`src/rtl/branch_pkg.sv`:
```
// Shared definitions for the branch predictor: branch/compare encodings,
// 2-bit counter states, FSM states and the branch outcome decoder.
package branch_pkg;

  localparam logic [2:0] BR_BEQ = 3'b001;
  localparam logic [2:0] BR_BNE = 3'b010;
  localparam logic [2:0] BR_BGE = 3'b011;
  localparam logic [2:0] BR_BGT = 3'b100;

  localparam logic [1:0] CMP_LT = 2'b00;
  localparam logic [1:0] CMP_EQ = 2'b01;
  localparam logic [1:0] CMP_GT = 2'b10;

  localparam logic [1:0] CTR_SNT = 2'b00;
  localparam logic [1:0] CTR_WNT = 2'b01;
  localparam logic [1:0] CTR_WT  = 2'b10;
  localparam logic [1:0] CTR_ST  = 2'b11;

  typedef enum logic [1:0] {
    ST_IDLE     = 2'b00,
    ST_REDIRECT = 2'b01,
    ST_DRAIN    = 2'b10
  } fsm_state_e;

  typedef struct packed {
    logic is_branch;
    logic taken;
  } outcome_t;

  // Decode branch code and compare status. cmp==11 matches no taken
  // condition, so it resolves as not-taken for every code.
  function automatic outcome_t branch_outcome(input logic [2:0] br,
                                              input logic [1:0] cmp);
    outcome_t o;
    o = '{is_branch: 1'b1, taken: 1'b0};
    case (br)
      BR_BEQ:  o.taken = (cmp == CMP_EQ);
      BR_BNE:  o.taken = (cmp == CMP_GT) || (cmp == CMP_LT);
      BR_BGE:  o.taken = (cmp == CMP_EQ) || (cmp == CMP_GT);
      BR_BGT:  o.taken = (cmp == CMP_GT);
      default: o.is_branch = 1'b0;
    endcase
    return o;
  endfunction

  // Saturating 2-bit counter step.
  function automatic logic [1:0] ctr_next(input logic [1:0] ctr,
                                          input logic       taken);
    logic [1:0] n;
    n = ctr;
    if (taken && ctr != CTR_ST)       n = ctr + 2'd1;
    else if (!taken && ctr != CTR_SNT) n = ctr - 2'd1;
    return n;
  endfunction

endpackage

```
`src/rtl/branch_predict_ctrl_if.sv`:
```
// Fetch lookup, EX resolution and redirect/statistics signals between the
// pipeline (master) and the branch predictor (slave).
interface branch_predict_ctrl_if #(
  parameter int PC_W = 32
);
  logic [PC_W-1:0] if_pc_i;
  logic            pred_taken_o;
  logic            res_valid_i;
  logic [PC_W-1:0] res_pc_i;
  logic [2:0]      res_branch_i;
  logic [1:0]      res_cmp_i;
  logic            res_pred_i;
  logic [PC_W-1:0] res_target_i;
  logic            redirect_o;
  logic [PC_W-1:0] redirect_pc_o;
  logic            flush_o;
  logic [15:0]     br_cnt_o;
  logic [15:0]     mis_cnt_o;

  modport master (
    output if_pc_i, res_valid_i, res_pc_i, res_branch_i, res_cmp_i,
           res_pred_i, res_target_i,
    input  pred_taken_o, redirect_o, redirect_pc_o, flush_o,
           br_cnt_o, mis_cnt_o
  );

  modport slave (
    input  if_pc_i, res_valid_i, res_pc_i, res_branch_i, res_cmp_i,
           res_pred_i, res_target_i,
    output pred_taken_o, redirect_o, redirect_pc_o, flush_o,
           br_cnt_o, mis_cnt_o
  );
endinterface

```
`src/rtl/bht_2bit.sv`:
```
// Branch history table of 2-bit saturating counters: one asynchronous
// read port (taken bit only) and one synchronous update port.
module bht_2bit
  import branch_pkg::*;
#(
  parameter int IDX_W = 4
) (
  input  logic             clk_i,
  input  logic             rst_i,
  input  logic [IDX_W-1:0] rd_idx_i,
  output logic             rd_taken_o,
  input  logic             upd_en_i,
  input  logic [IDX_W-1:0] upd_idx_i,
  input  logic             upd_taken_i
);

  localparam int DEPTH = 1 << IDX_W;

  logic [1:0] ctr_q [DEPTH];

  // Lookup reads the stored counter; a same-cycle update is not bypassed.
  assign rd_taken_o = ctr_q[rd_idx_i][1];

  // Counter table: weak-NT after reset, saturating step on each update.
  always_ff @(posedge clk_i or posedge rst_i) begin
    if (rst_i) begin
      // NOTE: every entry is reset (not just the state machine) because a
      // prediction is read from any entry on the very first fetch after reset.
      for (int i = 0; i < DEPTH; i++) ctr_q[i] <= CTR_WNT;
    end else if (upd_en_i) begin
      ctr_q[upd_idx_i] <= ctr_next(ctr_q[upd_idx_i], upd_taken_i);
    end
  end

endmodule

```
`src/rtl/branch_predict_ctrl.sv`:
```
// Dynamic branch predictor with mispredict redirect/flush sequencing and
// saturating branch/mispredict statistics.
module branch_predict_ctrl
  import branch_pkg::*;
#(
  parameter int IDX_W     = 4,
  parameter int PC_W      = 32,
  parameter int FLUSH_CYC = 2
) (
  input logic                clk_i,
  input logic                rst_i,
  branch_predict_ctrl_if.slave bus
);

  localparam int CNT_W = (FLUSH_CYC > 2) ? $clog2(FLUSH_CYC) : 1;
  localparam logic [CNT_W-1:0] DRAIN_LOAD =
    CNT_W'((FLUSH_CYC > 1) ? FLUSH_CYC - 2 : 0);

  fsm_state_e      state_q, state_d;
  logic [CNT_W-1:0] drain_q, drain_d;
  logic [PC_W-1:0] redirect_pc_q;
  logic [15:0]     br_cnt_q;
  logic [15:0]     mis_cnt_q;

  outcome_t        res_out;
  logic            accept;
  logic            mispredict;
  logic [PC_W-1:0] correct_pc;
  logic            unused_if_pc;

  assign unused_if_pc = ^bus.if_pc_i;

  bht_2bit #(.IDX_W(IDX_W)) u_bht (
    .clk_i       (clk_i),
    .rst_i       (rst_i),
    .rd_idx_i    (bus.if_pc_i[IDX_W+1:2]),
    .rd_taken_o  (bus.pred_taken_o),
    .upd_en_i    (accept),
    .upd_idx_i   (bus.res_pc_i[IDX_W+1:2]),
    .upd_taken_i (res_out.taken)
  );

  // Decode the resolving instruction; wrong-path resolutions are dropped.
  always_comb begin
    res_out    = branch_outcome(bus.res_branch_i, bus.res_cmp_i);
    accept     = bus.res_valid_i && res_out.is_branch && (state_q == ST_IDLE);
    mispredict = accept && (res_out.taken != bus.res_pred_i);
    correct_pc = res_out.taken ? bus.res_target_i
                               : bus.res_pc_i + PC_W'(4);
  end

  // Recovery FSM: one REDIRECT cycle, then FLUSH_CYC-1 DRAIN cycles.
  always_comb begin
    // NOTE: next-state defaults to hold so no path leaves state_d/drain_d
    // unassigned, which would infer latches.
    state_d = state_q;
    drain_d = drain_q;
    case (state_q)
      ST_IDLE: begin
        if (mispredict) state_d = ST_REDIRECT;
      end
      ST_REDIRECT: begin
        if (FLUSH_CYC == 1) begin
          state_d = ST_IDLE;
        end else begin
          state_d = ST_DRAIN;
          drain_d = DRAIN_LOAD;
        end
      end
      ST_DRAIN: begin
        if (drain_q == '0) state_d = ST_IDLE;
        else               drain_d = drain_q - CNT_W'(1);
      end
      default: state_d = ST_IDLE;
    endcase
  end

  // State, latched redirect target and saturating statistics.
  always_ff @(posedge clk_i or posedge rst_i) begin
    if (rst_i) begin
      state_q       <= ST_IDLE;
      drain_q       <= '0;
      redirect_pc_q <= '0;
      br_cnt_q      <= '0;
      mis_cnt_q     <= '0;
    end else begin
      // NOTE: non-blocking assignments make every register here sample the
      // pre-edge values, independent of statement order.
      state_q <= state_d;
      drain_q <= drain_d;
      if (mispredict) redirect_pc_q <= correct_pc;
      if (accept && br_cnt_q != 16'hFFFF)      br_cnt_q  <= br_cnt_q + 16'd1;
      if (mispredict && mis_cnt_q != 16'hFFFF) mis_cnt_q <= mis_cnt_q + 16'd1;
    end
  end

  assign bus.redirect_o    = (state_q == ST_REDIRECT);
  assign bus.flush_o       = (state_q != ST_IDLE);
  assign bus.redirect_pc_o = redirect_pc_q;
  assign bus.br_cnt_o      = br_cnt_q;
  assign bus.mis_cnt_o     = mis_cnt_q;

endmodule

```
`src/flat_wrapper.sv`:
```
// flat-port wrapper written by rule: the top's interface ports become plain ports
module branch_predict_ctrl_flat import branch_pkg::*;
#(
  parameter int IDX_W     = 4,
  parameter int PC_W      = 32,
  parameter int FLUSH_CYC = 2
)
  (clk_i, rst_i, bus_if_pc_i, bus_res_valid_i, bus_res_pc_i, bus_res_branch_i, bus_res_cmp_i, bus_res_pred_i, bus_res_target_i, bus_pred_taken_o, bus_redirect_o, bus_redirect_pc_o, bus_flush_o, bus_br_cnt_o, bus_mis_cnt_o);
  branch_predict_ctrl_if #(.PC_W(PC_W)) bus_i ();
  input logic clk_i;
  input logic rst_i;
  input wire logic [$bits(bus_i.if_pc_i)-1:0] bus_if_pc_i;
  input wire logic [$bits(bus_i.res_valid_i)-1:0] bus_res_valid_i;
  input wire logic [$bits(bus_i.res_pc_i)-1:0] bus_res_pc_i;
  input wire logic [$bits(bus_i.res_branch_i)-1:0] bus_res_branch_i;
  input wire logic [$bits(bus_i.res_cmp_i)-1:0] bus_res_cmp_i;
  input wire logic [$bits(bus_i.res_pred_i)-1:0] bus_res_pred_i;
  input wire logic [$bits(bus_i.res_target_i)-1:0] bus_res_target_i;
  output wire logic [$bits(bus_i.pred_taken_o)-1:0] bus_pred_taken_o;
  output wire logic [$bits(bus_i.redirect_o)-1:0] bus_redirect_o;
  output wire logic [$bits(bus_i.redirect_pc_o)-1:0] bus_redirect_pc_o;
  output wire logic [$bits(bus_i.flush_o)-1:0] bus_flush_o;
  output wire logic [$bits(bus_i.br_cnt_o)-1:0] bus_br_cnt_o;
  output wire logic [$bits(bus_i.mis_cnt_o)-1:0] bus_mis_cnt_o;
  assign bus_i.if_pc_i = bus_if_pc_i;
  assign bus_i.res_valid_i = bus_res_valid_i;
  assign bus_i.res_pc_i = bus_res_pc_i;
  assign bus_i.res_branch_i = bus_res_branch_i;
  assign bus_i.res_cmp_i = bus_res_cmp_i;
  assign bus_i.res_pred_i = bus_res_pred_i;
  assign bus_i.res_target_i = bus_res_target_i;
  assign bus_pred_taken_o = bus_i.pred_taken_o;
  assign bus_redirect_o = bus_i.redirect_o;
  assign bus_redirect_pc_o = bus_i.redirect_pc_o;
  assign bus_flush_o = bus_i.flush_o;
  assign bus_br_cnt_o = bus_i.br_cnt_o;
  assign bus_mis_cnt_o = bus_i.mis_cnt_o;
  branch_predict_ctrl #(.IDX_W(IDX_W), .PC_W(PC_W), .FLUSH_CYC(FLUSH_CYC)) u_core (.clk_i(clk_i), .rst_i(rst_i), .bus(bus_i));
endmodule
```
`config.mk`:
```
export PLATFORM = sky130hd
export DESIGN_NAME = branch_predict_ctrl_flat
export DESIGN_NICKNAME = d
export VERILOG_FILES = /design/src/rtl/branch_pkg.sv /design/src/rtl/branch_predict_ctrl_if.sv /design/src/rtl/bht_2bit.sv /design/src/rtl/branch_predict_ctrl.sv /design/src/flat_wrapper.sv
export SDC_FILE = /design/constraint.sdc
export NUM_CORES = 1
export LEC_CHECK = 0
export BUFFER_PORTS_ARGS = -buffer_cell sky130_fd_sc_hd__buf_2
export CAP_MARGIN = 30
export CORE_MARGIN = 4
export CORE_UTILIZATION = 37
export CTS_CLUSTER_SIZE = 8
export DETAILED_ROUTE_END_ITERATION = 8
export GPL_TIMING_DRIVEN = 0
export PLACE_DENSITY_LB_ADDON = 0.05
export SLEW_MARGIN = 20
export SYNTH_ARGS = -nofsm -noshare
export SYNTH_HDL_FRONTEND = slang
export SYNTH_SLANG_ARGS = --single-unit
```
`constraint.sdc`:
```
create_clock -name clk_i -period 7.64 [get_ports clk_i]
set_input_delay 0 -clock clk_i [delete_from_list [all_inputs] [get_ports clk_i]]
set_output_delay 0 -clock clk_i [all_outputs]
set_load 0.01 [all_outputs]
```
==> results.json, run 1 <==
{
  "status": "complete, no violations",
  "worst-setup-path-type": "reg2reg",
  "powerDensity_nw_per_um2": 262,
  "grt_start_max_net_pins": 76,
  "core-area_um2": 14500,
  "post_synth_inst_count": 540,
  "synthesized_flop_and_latch_total": 98,
  "antenna_found_initial": 0,
  "critPathSlowestCell": "sky130_fd_sc_hd__mux4_2",
  "worst_slew_pin_slew_ns": 0.886,
  "max_clock_freq_mhz": 337,
  "cts_made_buffers": 9,
  "die_area_um2": 16800,
  "critical_path.endpoint_type": "register",
  "critical_path_arrival_ns": 3.19,
  "p_clk_frac": 0.267,
  "synth.most_common_cell": "sky130_fd_sc_hd__dfrtp_1",
  "timing.hold.worst.class": "in2reg",
  "clkSlewWorstSetupHoldPaths_ns": 0.07,
  "synth_largest_type_area_fraction": 0.374,
  "synth.lib_cells_used.distinct": 54,
  "io_buffer_count": 141,
  "grt_usage": 0.187,
  "drt_wl_total_um": 15500,
  "via_count_of_the_first_global_routing_pass": 4716,
  "ios": 172,
  "routed-via-count": 4686,
  "number_of_nets_at_the_end_of_the_flow": 830,
  "routed_wire_length_per_instance_um": 17.1,
  "seqPwrFrac": 0.423,
  "die-height_um": 130,
  "critical_path.max_fanout": 10,
  "cts_root_buffer": "sky130_fd_sc_hd__clkbuf_16",
  "drtAntennaViolNets": 0,
  "synthArstFlopShare": 1.00,
  "cpPeakStageDelay_ns": 0.54,
  "critPathLaunchType": "register",
  "hold_violations": 0,
  "power_frac_comb": 0.310,
  "cell_internal_pwr_uw": 1240,
  "avg_cell_area_syn_um2": 10.2,
  "period_share": 0.389,
  "regArea_um2": 2470,
  "final.setup_skew_ns": 0.00798,
  "worstPathRequired_ns": 7.86,
  "maxCapViolCount": 0,
  "timing.max_slew.rel_slack": 0.405,
  "netlist_top_cells_count": "sky130_fd_sc_hd__dfrtp_1 (82), sky130_fd_sc_hd__nand2_1 (71), sky130_fd_sc_hd__nand3_1 (44), sky130_fd_sc_hd__xnor2_1 (30)",
  "setup_repair_after_global_routing_missed_its_margin": "false",
  "die_w_um": 130,
  "gr-total-overflow": 0,
  "n_antenna_cell": 0,
  "synth_nets": 653,
  "post_route_core_utilization": 0.481,
  "netlist_top_cells_area": "sky130_fd_sc_hd__dfrtp_1 (37%), sky130_fd_sc_hd__dfstp_2 (7.7%), sky130_fd_sc_hd__nand2_1 (4.9%)",
  "synthesis.area_um2": 5480,
  "drc": 0,
  "detailed_place_hpwl_um": 11700,
  "finalWorstPathRequiredPeriod_ns": 2.97,
  "gpl.final_weighted_congestion": 0.803,
  "yosysWarnings": 0,
  "cts-resized-gates": 0,
  "numClockSinks": 98,
  "setup_total_negative_slack_ns": 0,
  "ir_drop_uv": 153,
  "power_leakage_uw": 0.00337,
  "switching_share": 0.326,
  "ys_dominant_reg_cell": "sky130_fd_sc_hd__dfrtp_1",
  "pins_over_slew_limit": 0,
  "area.growth.synth_to_final_pct": 27.7,
  "reported_net_switching_power_uw": 598,
  "h-tree-depth": 3,
  "floorplan.initialDensity": 0.377,
  "synth.yosys.seq_area_share": 0.451,
  "synth_area_leader_cell": "sky130_fd_sc_hd__dfrtp_1",
  "first_pass_grt_wire_length_um": 24700,
  "cts_tree": "yes",
  "combined_area_of_the_multi_input_logic_cells_um2": 2830,
  "placement_rows": 44,
  "drt_pre_antenna_iters": 6,
  "fill_count": 1416,
  "detail_route.vias_per_cell": 5.17,
  "synth_enable_flop_cells": 0,
  "critical_path.cell_chain": "mux2_4 > mux4_2 > nand2_1 > o21a_1 > inv_1 > ha_1 > nor3b_1 > a311oi_2 > o22ai_2 > buf_6 > mux2_2",
  "drtIter0Drc": 219,
  "cts_buffer_depth": 2,
  "worstSkewPairLatency_ns": 0.34,
  "timing.final.setup_violations": 0,
  "drive_above_1_share": 0.302
}
==> through the flow <==
stage	hold WS, ns	power [µW]	instances	setup slack, ns	area, µm²
4_1_cts	0.0317	1860	904	4.67	6990
6_report	0.0544	1840	906	4.67	7000
2_1_floorplan	0.164	1130	540	4.97	5480
5_1_grt	0.0621	1960	906	4.54	7000
3_3_place_gp	0.257	1330	865	3.77	6420
3_5_place_dp	-0.0321	1360	866	4.51	6450
==> final timing paths <==
path / startpoint / endpoint / slack, ns / cells after the start
hold / removal: bus_res_pc_i[29] / u_core.bus.redirect_pc_o[29] / 0.05 / 4
max in group asynchronous: rst_i / u_core.u_bht.ctr_q[26] / 6.81 / 4
setup reg to reg: u_core.u_bht.ctr_q[3] / u_core.u_bht.ctr_q[5] / 4.67 / 11
min in group asynchronous: rst_i / u_core.bus.br_cnt_o[5] / 0.16 / 3
hold reg to reg: u_core.state_q[1] / u_core.state_q[1] / 0.45 / 1
setup / recovery: u_core.u_bht.ctr_q[3] / u_core.u_bht.ctr_q[5] / 4.67 / 11
==> state kept, by name, summed over array words and instances, names as in the netlist <==
| name | count |
|---|---|
| u_core.bus.redirect_pc_o | 32 |
| u_core.u_bht.ctr_q | 32 |
| u_core.bus.br_cnt_o | 16 |
| u_core.bus.mis_cnt_o | 16 |
| u_core.state_q | 2 |
==> cells by family (layout without fill, tap and decap cells) <==
| kind of cell | after synthesis | in the layout | share of synthesized area |
|---|---|---|---|
| AOI/OAI and AO/OA | 78 | 78 | 0.0918 |
| muxes | 49 | 49 | 0.123 |
| buffers and inverters | 39 | 221 | 0.0336 |
| and+or+nand+nor | 211 | 211 | 0.189 |
| DFF | 98 | 98 | 0.451 |
| adders and majority gates | 8 | 8 | 0.0183 |
| xor gates and xnor gates | 57 | 57 | 0.0924 |
==> repair_timing <==
item | CTS | global route
endpoints found under the hold margin | 108 | 0
hold buffers | 22 | 0
setup buffers | 0 | 0
==> layer usage <==
metal	up-vias	track usage	share of wire
li1	2285	-	-
met1	2253	0.246	0.44
met2	126	0.316	0.48
met3	22	0.0287	0.056
met4	0	0.0666	0.019
met5	-	0	0
==> worst max-delay path, delay by kind of cell (launching register included) <==
kind                       cells  cell delay (ns)
muxes                          3             1.07
AOI/OAI and AO/OA              3             0.63
DFF                            1             0.40
and+or+nand+nor                2             0.27
buffers and inverters          2             0.24
adders and majority gates      1             0.24
==> final cells by class <==
| class | instances | area share |
|---|---|---|
| multi-input combinational | 403 | 0.404 |
| sequential | 98 | 0.353 |
| timing repair buffer | 166 | 0.138 |
| tap | 184 | 0.0329 |
| clock buffer | 10 | 0.0327 |
| buffer | 26 | 0.0193 |
| clock inverter | 6 | 0.0127 |
| inverter | 13 | 0.00769 |
==> power by group through the flow <==
stage               combinational [µW]  sequential [µW]  clock [µW]
floorplan                          324              804           0
global placement                   553              780           0
detailed placement                 567              788           0
CTS                                579              778         505
global route                       633              797         528
finish                             570              776         489
==> placed cells by master, fill, tap and decap left out, drive strengths merged, types with 9 or more instances in the layout <==
cell type,instances
nand2,71
inv,14
mux2,23
mux4,12
o21ai,36
nor4,9
xor2,26
clkbuf,31
and3,12
dfstp,16
nand3,44
mux2i,14
xnor2,31
dfrtp,82
nand4,19
a211oi,11
dlygate4sd3,22
a21o,12
buf,149
nor2,28
Power figures use the tool's default switching activity.
==> inputs of run 2 (changes only) <==
==> constraint.sdc (replaced) <==
create_clock -name clk_i -period 2.88 [get_ports clk_i]
set_input_delay 0 -clock clk_i [delete_from_list [all_inputs] [get_ports clk_i]]
set_output_delay 0 -clock clk_i [all_outputs]
set_load 0.01 [all_outputs]
==> results.json, run 2 (synthesized netlist as in run 1, its figures left out) <==
{
  "first_pass_grt_wire_length_um": 24800,
  "timing.hold.worst.class": "in2reg",
  "setup_repair_after_global_routing_missed_its_margin": "true",
  "worstSkewPairLatency_ns": 0.34,
  "routed-via-count": 4771,
  "detailed_place_hpwl_um": 11700,
  "regArea_um2": 2470,
  "routed_wire_length_per_instance_um": 17.2,
  "drt_pre_antenna_iters": 4,
  "power_leakage_uw": 0.00345,
  "critical_path.max_fanout": 5,
  "period_share": 0.992,
  "hold_ws_ns": 0.0499,
  "cts_made_buffers": 9,
  "die-height_um": 130,
  "critical_path_arrival_ns": 3.08,
  "finalWorstPathRequiredPeriod_ns": 2.86,
  "critical_path.endpoint_type": "register",
  "ios": 172,
  "drive_above_1_share": 0.318,
  "worst_min_path_start": "bus_res_pc_i[29]",
  "timing.final.setup_violations": 0,
  "grt_usage": 0.188,
  "cpPeakStageDelay_ns": 0.56,
  "reg2reg_depth": 8,
  "cts_root_buffer": "sky130_fd_sc_hd__clkbuf_16",
  "count_of_cell_instances_traversed_by_the_critical_path": 8,
  "detail_route.vias_per_cell": 5.21,
  "powerDensity_nw_per_um2": 715,
  "postLayoutCellArea_um2": 7150,
  "hold_violations": 0,
  "path_delay_family": "multiplexers",
  "drt_wl_total_um": 15800,
  "io_buffer_count": 141,
  "reg2reg_setup_slack_ns": 0.02,
  "finalNonFillerCells": 916,
  "drc": 0,
  "reg2reg_from": "u_core.u_bht.ctr_q[12]",
  "core-area_um2": 14500,
  "placement_rows": 44,
  "number_of_cells_traversed_by_the_worst_hold_path": 4,
  "h-tree-depth": 3,
  "worst_slew_pin_slew_ns": 0.892,
  "drtIter0Drc": 211,
  "dpl-instance-area_um2": 6450,
  "critPathSlowestCell": "sky130_fd_sc_hd__mux4_2",
  "floorplan.initialDensity": 0.377,
  "max_clock_freq_mhz": 350,
  "cts_tree": "yes",
  "top_library_cells_by_usage_in_the_layout_fill_and_taps_aside": "sky130_fd_sc_hd__buf_2 (142), sky130_fd_sc_hd__dfrtp_1 (82), sky130_fd_sc_hd__nand2_1 (71)",
  "final.setup_skew_ns": 0.00933,
  "grt_start_max_net_pins": 76,
  "pins_over_slew_limit": 0,
  "fill_count": 1410,
  "maxCapViolCount": 0,
  "worstPathRequired_ns": 3.10,
  "drtAntennaViolNets": 0,
  "cts_buffer_depth": 2,
  "clkSlewWorstSetupHoldPaths_ns": 0.07,
  "antenna_found_initial": 0,
  "area.growth.synth_to_final_pct": 30.4,
  "combined_area_of_the_multi_input_logic_cells_um2": 2880,
  "die_w_um": 130,
  "cp.buffers_inverters": 1,
  "ir_drop_uv": 407,
  "gr-total-overflow": 0,
  "number_of_nets_at_the_end_of_the_flow": 840,
  "numClockSinks": 98,
  "status": "complete, no violations",
  "worst-setup-path-type": "reg2reg",
  "via_count_of_the_first_global_routing_pass": 4729,
  "critPathLaunchType": "register",
  "timing.max_slew.rel_slack": 0.401,
  "die_area_um2": 16800,
  "gpl.final_weighted_congestion": 0.803,
  "n_antenna_cell": 0,
  "commonest_non_fill_non_tap_cell_in_the_layout": "sky130_fd_sc_hd__buf_2",
  "worstSetupStartpoint": "u_core.u_bht.ctr_q[12]",
  "placed_cells": 866,
  "critical_path.cell_chain": "mux4_1 > mux4_2 > ha_4 > nor3b_4 > a311oi_2 > o22ai_4 > buf_6 > mux2_2"
}
[run 2: changes by cell type in the layout (fill, tap and decap cells not counted), sizes merged]
cell / before / now
buf: 149 / 159
[run 2: worst paths after layout]
| path | endpoint |
|---|---|
| max | u_core.u_bht.ctr_q[17] |
| min | u_core.bus.redirect_pc_o[29] |
| max reg2reg | u_core.u_bht.ctr_q[17] |
| min reg2reg | u_core.state_q[1] |
| max in group asynchronous | u_core.u_bht.ctr_q[26] |
| min in group asynchronous | u_core.bus.br_cnt_o[5] |
[run 2: layer usage]
metal | vias to the layer above | global-route usage | routed length [µm]
met5 | - | 0 | 0
met4 | 0 | 0.0654 | 298
met3 | 24 | 0.0287 | 849
met2 | 137 | 0.318 | 7650
met1 | 2303 | 0.246 | 6970
li1 | 2307 | - | -
[run 2: tightest hold or removal path, delay by kind of cell]
| kind | cells | cell delay (ns) |
|---|---|---|
| buf+inv | 2 | 0.15 |
| compound gates | 1 | 0.15 |
| simple gates | 1 | 0.06 |
[run 2: final cells by class]
class	count	share of cell area
multi-input cells	403	0.403
plain buffers	26	0.0189
well taps	184	0.0322
inverters	13	0.00752
flip-flops and latches	98	0.346
clock inverters	6	0.0124
repair buffers	176	0.149
clock buffers	10	0.0320
[run 2: stage by stage]
stage / power [µW] / setup TNS, ns / setup WS (ns) / utilization
after detailed placement: 3590 / -3.01 / -0.247 / 0.444
after CTS: 5020 / 0 / 0.0537 / 0.483
final: 5110 / 0 / 0.0224 / 0.492
after global placement: 3540 / -82.30 / -0.985 / 0.442
after global routing: 5440 / -0.908 / -0.0729 / 0.492
after floorplan: 2990 / 0 / 0.214 / -
[run 2: power breakdown]
group	switching (µW)	internal, µW
Clock	536	764
Combinational	879	874
Sequential	255	1810
[run 2: what timing repair did]
item / CTS / global route
pin swaps: 2 / 2
gates resized for setup: 2 / 15
setup buffers: 2 / 7
hold buffers: 22 / 0
cloned: 0 / 1
endpoints found under the hold margin: 108 / 0
endpoints found under the setup margin: 10 / 13
